### config.mk
export PLATFORM = sky130hd
export DESIGN_NAME = uc_multiciclo_flat
export DESIGN_NICKNAME = d
export VERILOG_FILES = /design/src/rtl/uc_multiciclo_if.sv /design/src/rtl/uc_multiciclo.sv /design/src/flat_wrapper.sv
export SDC_FILE = /design/constraint.sdc
export NUM_CORES = 1
export LEC_CHECK = 0
export CAP_MARGIN = 20
export CORE_MARGIN = 1
export CORE_UTILIZATION = 41
export DETAILED_ROUTE_END_ITERATION = 8
export PLACE_DENSITY = 0.82
export SYNTH_ARGS = -nofsm -noshare
export SYNTH_HDL_FRONTEND = slang
export SYNTH_SLANG_ARGS = --single-unit
export TNS_END_PERCENT = 10
### constraint.sdc
create_clock -name clk -period 2.3 [get_ports clk]
set_input_delay 0.46 -clock clk [delete_from_list [all_inputs] [get_ports clk]]
set_output_delay 0.46 -clock clk [all_outputs]
set_load 0.01 [all_outputs]
### src/rtl/uc_multiciclo_if.sv
// uc_multiciclo_if: instruction fields, datapath flags and control strobes between the control unit and the MIPS datapath.
interface uc_multiciclo_if;
    logic [5:0]  Opcode;
    logic [5:0]  Funct;
    logic [31:0] Bvalue;
    logic        overflow;
    logic        overflow2;
    logic        PCWrite;
    logic        PCWriteCond;
    logic        IRWrite;
    logic        RegWrite;
    logic        AluOutWrite;
    logic        EPCWrite;
    logic        HIWrite;
    logic        LOWrite;
    logic        CauseWrite;
    logic        initMult;
    logic        initDiv;
    logic        AluSrcA;
    logic        MemReadOrWrite;
    logic [1:0]  PCSource;
    logic [1:0]  IorD;
    logic [1:0]  RegDst;
    logic [1:0]  MemToReg;
    logic [1:0]  AluSrcB;
    logic [2:0]  AluOp;
    logic [1:0]  BranchOp;
    logic [1:0]  ExceptionAddress;
    logic [1:0]  INTCause;

    modport master (
        input  Opcode, Funct, Bvalue, overflow, overflow2,
        output PCWrite, PCWriteCond, IRWrite, RegWrite, AluOutWrite, EPCWrite, HIWrite, LOWrite,
               CauseWrite, initMult, initDiv, AluSrcA, MemReadOrWrite, PCSource, IorD, RegDst,
               MemToReg, AluSrcB, AluOp, BranchOp, ExceptionAddress, INTCause
    );

    modport slave (
        output Opcode, Funct, Bvalue, overflow, overflow2,
        input  PCWrite, PCWriteCond, IRWrite, RegWrite, AluOutWrite, EPCWrite, HIWrite, LOWrite,
               CauseWrite, initMult, initDiv, AluSrcA, MemReadOrWrite, PCSource, IorD, RegDst,
               MemToReg, AluSrcB, AluOp, BranchOp, ExceptionAddress, INTCause
    );
endinterface

### src/rtl/uc_multiciclo.sv
// uc_multiciclo: Moore multicycle control unit for the MIPS subset with memory/muldiv wait counting and precise exceptions.
module uc_multiciclo #(
    parameter int MEM_WAIT      = 2,
    parameter int MULDIV_CYCLES = 32,
    parameter bit ENABLE_MULDIV = 1'b1
) (
    input logic            clk,
    input logic            reset,
    uc_multiciclo_if.master u
);
    localparam int MAXC = (MEM_WAIT > MULDIV_CYCLES) ? MEM_WAIT : MULDIV_CYCLES;
    localparam int CW   = (MAXC > 1) ? $clog2(MAXC) : 1;
    localparam logic [CW-1:0] MEM_LAST = CW'(MEM_WAIT - 1);
    localparam logic [CW-1:0] MD_LAST  = CW'(MULDIV_CYCLES - 1);

    typedef enum logic [4:0] {
        FETCH, DECODE, EXEC_R, WB_R, EXEC_I, WB_I, BRANCH, ADDR, MEM_RD, WB_LW,
        MEM_WR, JUMP, MD_CHK, MD_INIT, MD_WAIT, MD_WB, EXC, EXC_RD, EXC_JMP
    } state_t;

    state_t          state_q, state_d;
    logic [CW-1:0]   cnt_q, cnt_d;
    logic            sel_q, sel_d;
    logic [1:0]      cause_q, cause_d;

    // sel_q remembers the one bit each path needs later: sub, bne, sw or div
    logic r_type, f_add, f_sub, f_mul, f_div, mem_last, md_last;
    assign r_type   = u.Opcode == 6'h00;
    assign f_add    = r_type && u.Funct == 6'h20;
    assign f_sub    = r_type && u.Funct == 6'h22;
    assign f_mul    = ENABLE_MULDIV && r_type && u.Funct == 6'h18;
    assign f_div    = ENABLE_MULDIV && r_type && u.Funct == 6'h1a;
    assign mem_last = cnt_q == MEM_LAST;
    assign md_last  = cnt_q == MD_LAST;

    always_ff @(posedge clk or posedge reset) begin
        if (reset) begin
            state_q <= FETCH;
            cnt_q   <= '0;
            sel_q   <= 1'b0;
            cause_q <= 2'b00;
        end else begin
            state_q <= state_d;
            cnt_q   <= cnt_d;
            sel_q   <= sel_d;
            cause_q <= cause_d;
        end
    end

    always_comb begin
        state_d = state_q;
        sel_d   = sel_q;
        cause_d = cause_q;
        case (state_q)
            FETCH:   state_d = mem_last ? DECODE : FETCH;
            DECODE: begin
                sel_d   = r_type ? (f_sub | f_div) : (u.Opcode == 6'h05 || u.Opcode == 6'h2b);
                cause_d = 2'b00;
                if (f_add || f_sub)                          state_d = EXEC_R;
                else if (f_mul || f_div)                     state_d = MD_CHK;
                else if (u.Opcode == 6'h08)                  state_d = EXEC_I;
                else if (u.Opcode == 6'h04 || u.Opcode == 6'h05) state_d = BRANCH;
                else if (u.Opcode == 6'h23 || u.Opcode == 6'h2b) state_d = ADDR;
                else if (u.Opcode == 6'h02)                  state_d = JUMP;
                else                                         state_d = EXC;
            end
            EXEC_R: begin
                cause_d = 2'b01;
                state_d = u.overflow ? EXC : WB_R;
            end
            EXEC_I: begin
                cause_d = 2'b01;
                state_d = u.overflow ? EXC : WB_I;
            end
            ADDR:    state_d = sel_q ? MEM_WR : MEM_RD;
            MEM_RD:  state_d = mem_last ? WB_LW : MEM_RD;
            MD_CHK: begin
                cause_d = 2'b10;
                state_d = (sel_q && u.Bvalue == 32'd0) ? EXC : MD_INIT;
            end
            MD_INIT: state_d = MD_WAIT;
            MD_WAIT: begin
                cause_d = 2'b01;
                state_d = md_last ? ((!sel_q && u.overflow2) ? EXC : MD_WB) : MD_WAIT;
            end
            EXC:     state_d = EXC_RD;
            EXC_RD:  state_d = mem_last ? EXC_JMP : EXC_RD;
            default: state_d = FETCH;
        endcase
        cnt_d = (state_d == state_q) ? cnt_q + 1'b1 : '0;
    end

    always_comb begin
        u.PCWrite          = 1'b0;
        u.PCWriteCond      = 1'b0;
        u.IRWrite          = 1'b0;
        u.RegWrite         = 1'b0;
        u.AluOutWrite      = 1'b0;
        u.EPCWrite         = 1'b0;
        u.HIWrite          = 1'b0;
        u.LOWrite          = 1'b0;
        u.CauseWrite       = 1'b0;
        u.initMult         = 1'b0;
        u.initDiv          = 1'b0;
        u.AluSrcA          = 1'b0;
        u.MemReadOrWrite   = 1'b0;
        u.PCSource         = 2'b00;
        u.IorD             = 2'b00;
        u.RegDst           = 2'b00;
        u.MemToReg         = 2'b00;
        u.AluSrcB          = 2'b00;
        u.AluOp            = 3'b000;
        u.BranchOp         = 2'b00;
        u.ExceptionAddress = 2'b00;
        u.INTCause         = 2'b00;
        if (!reset) begin
            case (state_q)
                FETCH: begin
                    u.AluSrcB = 2'b01;
                    u.AluOp   = 3'b001;
                    u.IRWrite = mem_last;
                    u.PCWrite = mem_last;
                end
                DECODE: begin
                    u.AluSrcB     = 2'b11;
                    u.AluOp       = 3'b001;
                    u.AluOutWrite = 1'b1;
                end
                EXEC_R: begin
                    u.AluSrcA     = 1'b1;
                    u.AluOp       = sel_q ? 3'b010 : 3'b001;
                    u.AluOutWrite = 1'b1;
                end
                WB_R: begin
                    u.RegDst   = 2'b01;
                    u.RegWrite = 1'b1;
                end
                EXEC_I, ADDR: begin
                    u.AluSrcA     = 1'b1;
                    u.AluSrcB     = 2'b10;
                    u.AluOp       = 3'b001;
                    u.AluOutWrite = 1'b1;
                end
                WB_I:    u.RegWrite = 1'b1;
                BRANCH: begin
                    u.AluSrcA     = 1'b1;
                    u.AluOp       = 3'b010;
                    u.PCWriteCond = 1'b1;
                    u.PCSource    = 2'b01;
                    u.BranchOp    = {1'b0, sel_q};
                end
                MEM_RD:  u.IorD = 2'b01;
                WB_LW: begin
                    u.MemToReg = 2'b01;
                    u.RegWrite = 1'b1;
                end
                MEM_WR: begin
                    u.IorD           = 2'b01;
                    u.MemReadOrWrite = 1'b1;
                end
                JUMP: begin
                    u.PCWrite  = 1'b1;
                    u.PCSource = 2'b10;
                end
                MD_INIT: begin
                    u.initMult = !sel_q;
                    u.initDiv  = sel_q;
                end
                MD_WB: begin
                    u.HIWrite = 1'b1;
                    u.LOWrite = 1'b1;
                end
                EXC: begin
                    u.EPCWrite         = 1'b1;
                    u.AluSrcB          = 2'b01;
                    u.AluOp            = 3'b010;
                    u.CauseWrite       = 1'b1;
                    u.INTCause         = cause_q;
                    u.ExceptionAddress = cause_q;
                end
                // the vector fetch needs the vector select held while memory answers
                EXC_RD: begin
                    u.IorD             = 2'b10;
                    u.ExceptionAddress = cause_q;
                end
                EXC_JMP: begin
                    u.PCWrite  = 1'b1;
                    u.PCSource = 2'b11;
                end
                default: ;
            endcase
        end
    end
endmodule

### src/flat_wrapper.sv
// flat-port wrapper written by rule: the top's interface ports become plain ports
module uc_multiciclo_flat 
#(
    parameter int MEM_WAIT      = 2,
    parameter int MULDIV_CYCLES = 32,
    parameter bit ENABLE_MULDIV = 1'b1
)
  (clk, reset, u_Opcode, u_Funct, u_Bvalue, u_overflow, u_overflow2, u_PCWrite, u_PCWriteCond, u_IRWrite, u_RegWrite, u_AluOutWrite, u_EPCWrite, u_HIWrite, u_LOWrite, u_CauseWrite, u_initMult, u_initDiv, u_AluSrcA, u_MemReadOrWrite, u_PCSource, u_IorD, u_RegDst, u_MemToReg, u_AluSrcB, u_AluOp, u_BranchOp, u_ExceptionAddress, u_INTCause);
  uc_multiciclo_if u_i ();
  input logic clk;
  input logic reset;
  input wire logic [$bits(u_i.Opcode)-1:0] u_Opcode;
  input wire logic [$bits(u_i.Funct)-1:0] u_Funct;
  input wire logic [$bits(u_i.Bvalue)-1:0] u_Bvalue;
  input wire logic [$bits(u_i.overflow)-1:0] u_overflow;
  input wire logic [$bits(u_i.overflow2)-1:0] u_overflow2;
  output wire logic [$bits(u_i.PCWrite)-1:0] u_PCWrite;
  output wire logic [$bits(u_i.PCWriteCond)-1:0] u_PCWriteCond;
  output wire logic [$bits(u_i.IRWrite)-1:0] u_IRWrite;
  output wire logic [$bits(u_i.RegWrite)-1:0] u_RegWrite;
  output wire logic [$bits(u_i.AluOutWrite)-1:0] u_AluOutWrite;
  output wire logic [$bits(u_i.EPCWrite)-1:0] u_EPCWrite;
  output wire logic [$bits(u_i.HIWrite)-1:0] u_HIWrite;
  output wire logic [$bits(u_i.LOWrite)-1:0] u_LOWrite;
  output wire logic [$bits(u_i.CauseWrite)-1:0] u_CauseWrite;
  output wire logic [$bits(u_i.initMult)-1:0] u_initMult;
  output wire logic [$bits(u_i.initDiv)-1:0] u_initDiv;
  output wire logic [$bits(u_i.AluSrcA)-1:0] u_AluSrcA;
  output wire logic [$bits(u_i.MemReadOrWrite)-1:0] u_MemReadOrWrite;
  output wire logic [$bits(u_i.PCSource)-1:0] u_PCSource;
  output wire logic [$bits(u_i.IorD)-1:0] u_IorD;
  output wire logic [$bits(u_i.RegDst)-1:0] u_RegDst;
  output wire logic [$bits(u_i.MemToReg)-1:0] u_MemToReg;
  output wire logic [$bits(u_i.AluSrcB)-1:0] u_AluSrcB;
  output wire logic [$bits(u_i.AluOp)-1:0] u_AluOp;
  output wire logic [$bits(u_i.BranchOp)-1:0] u_BranchOp;
  output wire logic [$bits(u_i.ExceptionAddress)-1:0] u_ExceptionAddress;
  output wire logic [$bits(u_i.INTCause)-1:0] u_INTCause;
  assign u_i.Opcode = u_Opcode;
  assign u_i.Funct = u_Funct;
  assign u_i.Bvalue = u_Bvalue;
  assign u_i.overflow = u_overflow;
  assign u_i.overflow2 = u_overflow2;
  assign u_PCWrite = u_i.PCWrite;
  assign u_PCWriteCond = u_i.PCWriteCond;
  assign u_IRWrite = u_i.IRWrite;
  assign u_RegWrite = u_i.RegWrite;
  assign u_AluOutWrite = u_i.AluOutWrite;
  assign u_EPCWrite = u_i.EPCWrite;
  assign u_HIWrite = u_i.HIWrite;
  assign u_LOWrite = u_i.LOWrite;
  assign u_CauseWrite = u_i.CauseWrite;
  assign u_initMult = u_i.initMult;
  assign u_initDiv = u_i.initDiv;
  assign u_AluSrcA = u_i.AluSrcA;
  assign u_MemReadOrWrite = u_i.MemReadOrWrite;
  assign u_PCSource = u_i.PCSource;
  assign u_IorD = u_i.IorD;
  assign u_RegDst = u_i.RegDst;
  assign u_MemToReg = u_i.MemToReg;
  assign u_AluSrcB = u_i.AluSrcB;
  assign u_AluOp = u_i.AluOp;
  assign u_BranchOp = u_i.BranchOp;
  assign u_ExceptionAddress = u_i.ExceptionAddress;
  assign u_INTCause = u_i.INTCause;
  uc_multiciclo #(.MEM_WAIT(MEM_WAIT), .MULDIV_CYCLES(MULDIV_CYCLES), .ENABLE_MULDIV(ENABLE_MULDIV)) u_core (.clk(clk), .reset(reset), .u(u_i));
endmodule
==> flow_summary.ini <==
[outcome]
outcome = complete, but fails checks
violations = setup timing

[global_route]
grt_usage = 0.266
grt_util_met3 = 0.0475
overflow = 0
top_usage_layer = met2
grt_max_degree = 17
grt_pass1_vias = 1988
met2_usage = 0.457
grt_pass1_wl_microns = 8740
antenna_found_initial = 0
grt_use_met1 = 0.323

[timing]
setup-tns-final_ns = -0.512
worst_slack_ns = -0.151
finalMaxSlewViolations = 0
hold_violations = 0
clock_skew_ns = 0.00290
fin_crit_sh = 1.07
holdWs_ns = 0.317
fmax_ghz = 0.408
finalCriticalPeriod_ns = 2.45
rsz0062_at_grt = yes
setup-violations-final = 5

[setup_path]
start_kind = flop
worstPathMaxFanout = 5
cp.required_ns = 2.44
arrival_ns = 2.59
worst-setup-path-type = flop to flop
critPathCaptureType = flop

[logic_synthesis]
synth_top_family_by_area = simple AND/OR/NAND/NOR gates
async_reset_ff_frac = 1.00
synth_mux_area_frac = 0
syn_inst = 215
synth_cell_types = 59
synth_simple_gate_area_frac = 0.453
synth_area_leaders = dfrtp_1 (20%), nor4_1 (6.3%), nor2_1 (5.9%)
synth-xor-area-share = 0.0430
synth_area_sq_mm = 0.00160
synth-edff-count = 0
synth_compound_area_frac = 0.187
synth-seq-cells = 13
synth_top_area_frac = 0.203
synth_fa_ha_area_frac = 0.0235
synth_ff_type = dfrtp_1
syn_avg_cell_area_sq_um = 7.44
ys_warn_count = 0
ys_seq_area_frac = 0.203
yosysTopAreaCell = dfrtp_1

[floorplanning]
die_y_microns = 64.5
die_area_sq_mm = 0.00416
io_pins = 80
design.core.area_sq_mm = 0.00369
initial_core_util = 0.434
die_w_microns = 64.5
fp-row-count = 22

[clock_network]
htreeDepth = 1
clockBufferDepth = 2
numCtsBuffers = 3
clock-root-buffer = clkbuf_8
clk_pin_slew_ns = 0.05
hold_buffers = 0
cts_tree = built
insertion_delay_ns = 0.25
cts.sinks = 13

[drt]
drc_errors = 0
dr_total_vias = 2162
vias_per_cell = 5.78
ant_nets = 0
wl_microns = 5630
dr.pass1.iters = 4
wl_per_cell_microns = 15.1
drtIter0Drc = 167

[final_layout]
final_nets = 378
final_util = 0.763
multi_input_area_sq_mm = 0.00127
syn2layout_area_growth_pct = 75.8
fillers = 275
seqCellArea_sq_um = 325
design_area_sq_mm = 0.00281
layout-drive-gt1-share = 0.270
antennaDiodeCount = 0

[place]
place_congestion = 0.949
io_buffers = 75
post_dp_cell_area_sq_mm = 0.00265
dp_hpwl_microns = 4120
pre_cts_ws_ns = -0.364

[worst_hold_path]
min_path_type = primary input to async pin

[power_and_ir_drop]
power.leakage_uw = 0.00125
vdd_drop_max_mv = 0.459
cellPowerDensity_mw_per_mm2 = 746

[run]
cap_violations = 0
-- flip-flops by register name (all words and copies together), names as in the netlist --
signal / flops
u_core.cause_q: 2
u_core.sel_q: 1
u_core.state_q: 5
u_core.cnt_q: 5
-- path summary, 6_finish.rpt --
| kind | startpoint | to | slack (ns) | cells past startpoint |
|---|---|---|---|---|
| setup / recovery | u_core.cnt_q[0]$_DFF_PP0_ | u_core.cnt_q[3]$_DFF_PP0_ | -0.15 | 9 |
| hold / removal | reset | u_core.cnt_q[4]$_DFF_PP0_ | 0.32 | 3 |
| setup reg to reg | u_core.cnt_q[0]$_DFF_PP0_ | u_core.cnt_q[3]$_DFF_PP0_ | -0.15 | 9 |
| hold reg to reg | u_core.cause_q[1]$_DFFE_PP0P_ | u_core.cause_q[1]$_DFFE_PP0P_ | 0.51 | 2 |
| max in group asynchronous | reset | u_core.state_q[2]$_DFF_PP0_ | 1.85 | 3 |
| min in group clk | u_core.cause_q[1]$_DFFE_PP0P_ | u_core.cause_q[1]$_DFFE_PP0P_ | 0.51 | 2 |
-- cells in the final DEF, fill, tap and decap left out, types with 3 or more instances in the layout --
cell type	count
inv_1	5
clkdlybuf4s50_1	46
or3_1	6
o22ai_1	3
nor4b_2	3
clkbuf_2	4
nand2_1	13
buf_4	48
conb_1	4
dfrtp_1	13
and3_1	6
or2_1	3
a21oi_1	10
nor2b_1	3
nor3_2	4
nor2_1	23
clkbuf_8	3
xnor2_1	3
nor3_1	10
nand2b_1	7
dlygate4sd2_1	18
nor4_1	14
o21ai_0	4
nand3_1	6
and2_1	3
-- Yosys cell counts, types with 2 or more instances --
cell	n
o21a_1	2
a211oi_1	3
ha_1	3
dfrtp_1	13
clkbuf_1	4
xor2_1	3
o22ai_1	3
or4b_1	2
nand3_1	6
nand2_1	13
nor2b_1	3
and2_1	4
and3b_1	2
buf_4	6
nor4_1	16
or3_1	7
nor4b_1	4
buf_6	2
inv_1	5
nor2_1	25
nor4b_2	2
a21oi_1	10
xnor2_1	3
nand4_1	2
nor3b_1	2
nor3_1	13
a31oi_1	2
o21ai_0	4
and3_1	6
buf_1	4
or2_1	3
buf_2	4
nand2b_1	8
-- logic make-up (layout without fill, tap and decap cells) --
kind of cell	count (synthesis)	after routing
flops	13	13
xor+xnor	7	7
buf+inv	26	134
compound gates	40	40
simple gates	125	125
other cells	1	4
fa+ha+maj	3	3
-- stage by stage --
stage          cells  total power [uW]
6_report         374              2100
5_1_grt          374              2220
4_1_cts          372              1900
3_5_place_dp     367              1650
3_3_place_gp     367              1610
2_1_floorplan    218              1100
-- power breakdown --
part / internal [uW] / switching, uW
clock: 123 / 83.6
combinational: 724 / 807
sequential: 279 / 83.3
total: 1120 / 974
-- metal layers --
layer	share of wire	vias up
li1	-	1015
met1	0.38	1004
met2	0.51	129
met3	0.078	14
met4	0.025	0
met5	0	-
-- repair_timing --
| item | CTS | global route |
|---|---|---|
| gates resized for setup | 47 | 21 |
| pin swaps | 2 | 4 |
| setup buffers | 1 | 2 |
| endpoints found under the setup margin | 33 | 18 |
-- layout make-up --
cell class	count	area share
Timing Repair Buffer	124	0.388
Multi-Input combinational cell	179	0.451
Inverter	6	0.00800
Clock buffer	4	0.0160
Tap cell	48	0.0213
Sequential cell	13	0.116
-- critical path, cell delays in order (launching register included) --
cell and delay [ns]:
dfrtp_1 0.36, buf_4 0.14, ha_2 0.20, and3_1 0.16
ha_1 0.18, or4b_4 0.47, o221a_1 0.27, o211ai_2 0.13
xor2_4 0.16, nor4_2 0.28
(Power assumes the default switching activity.)
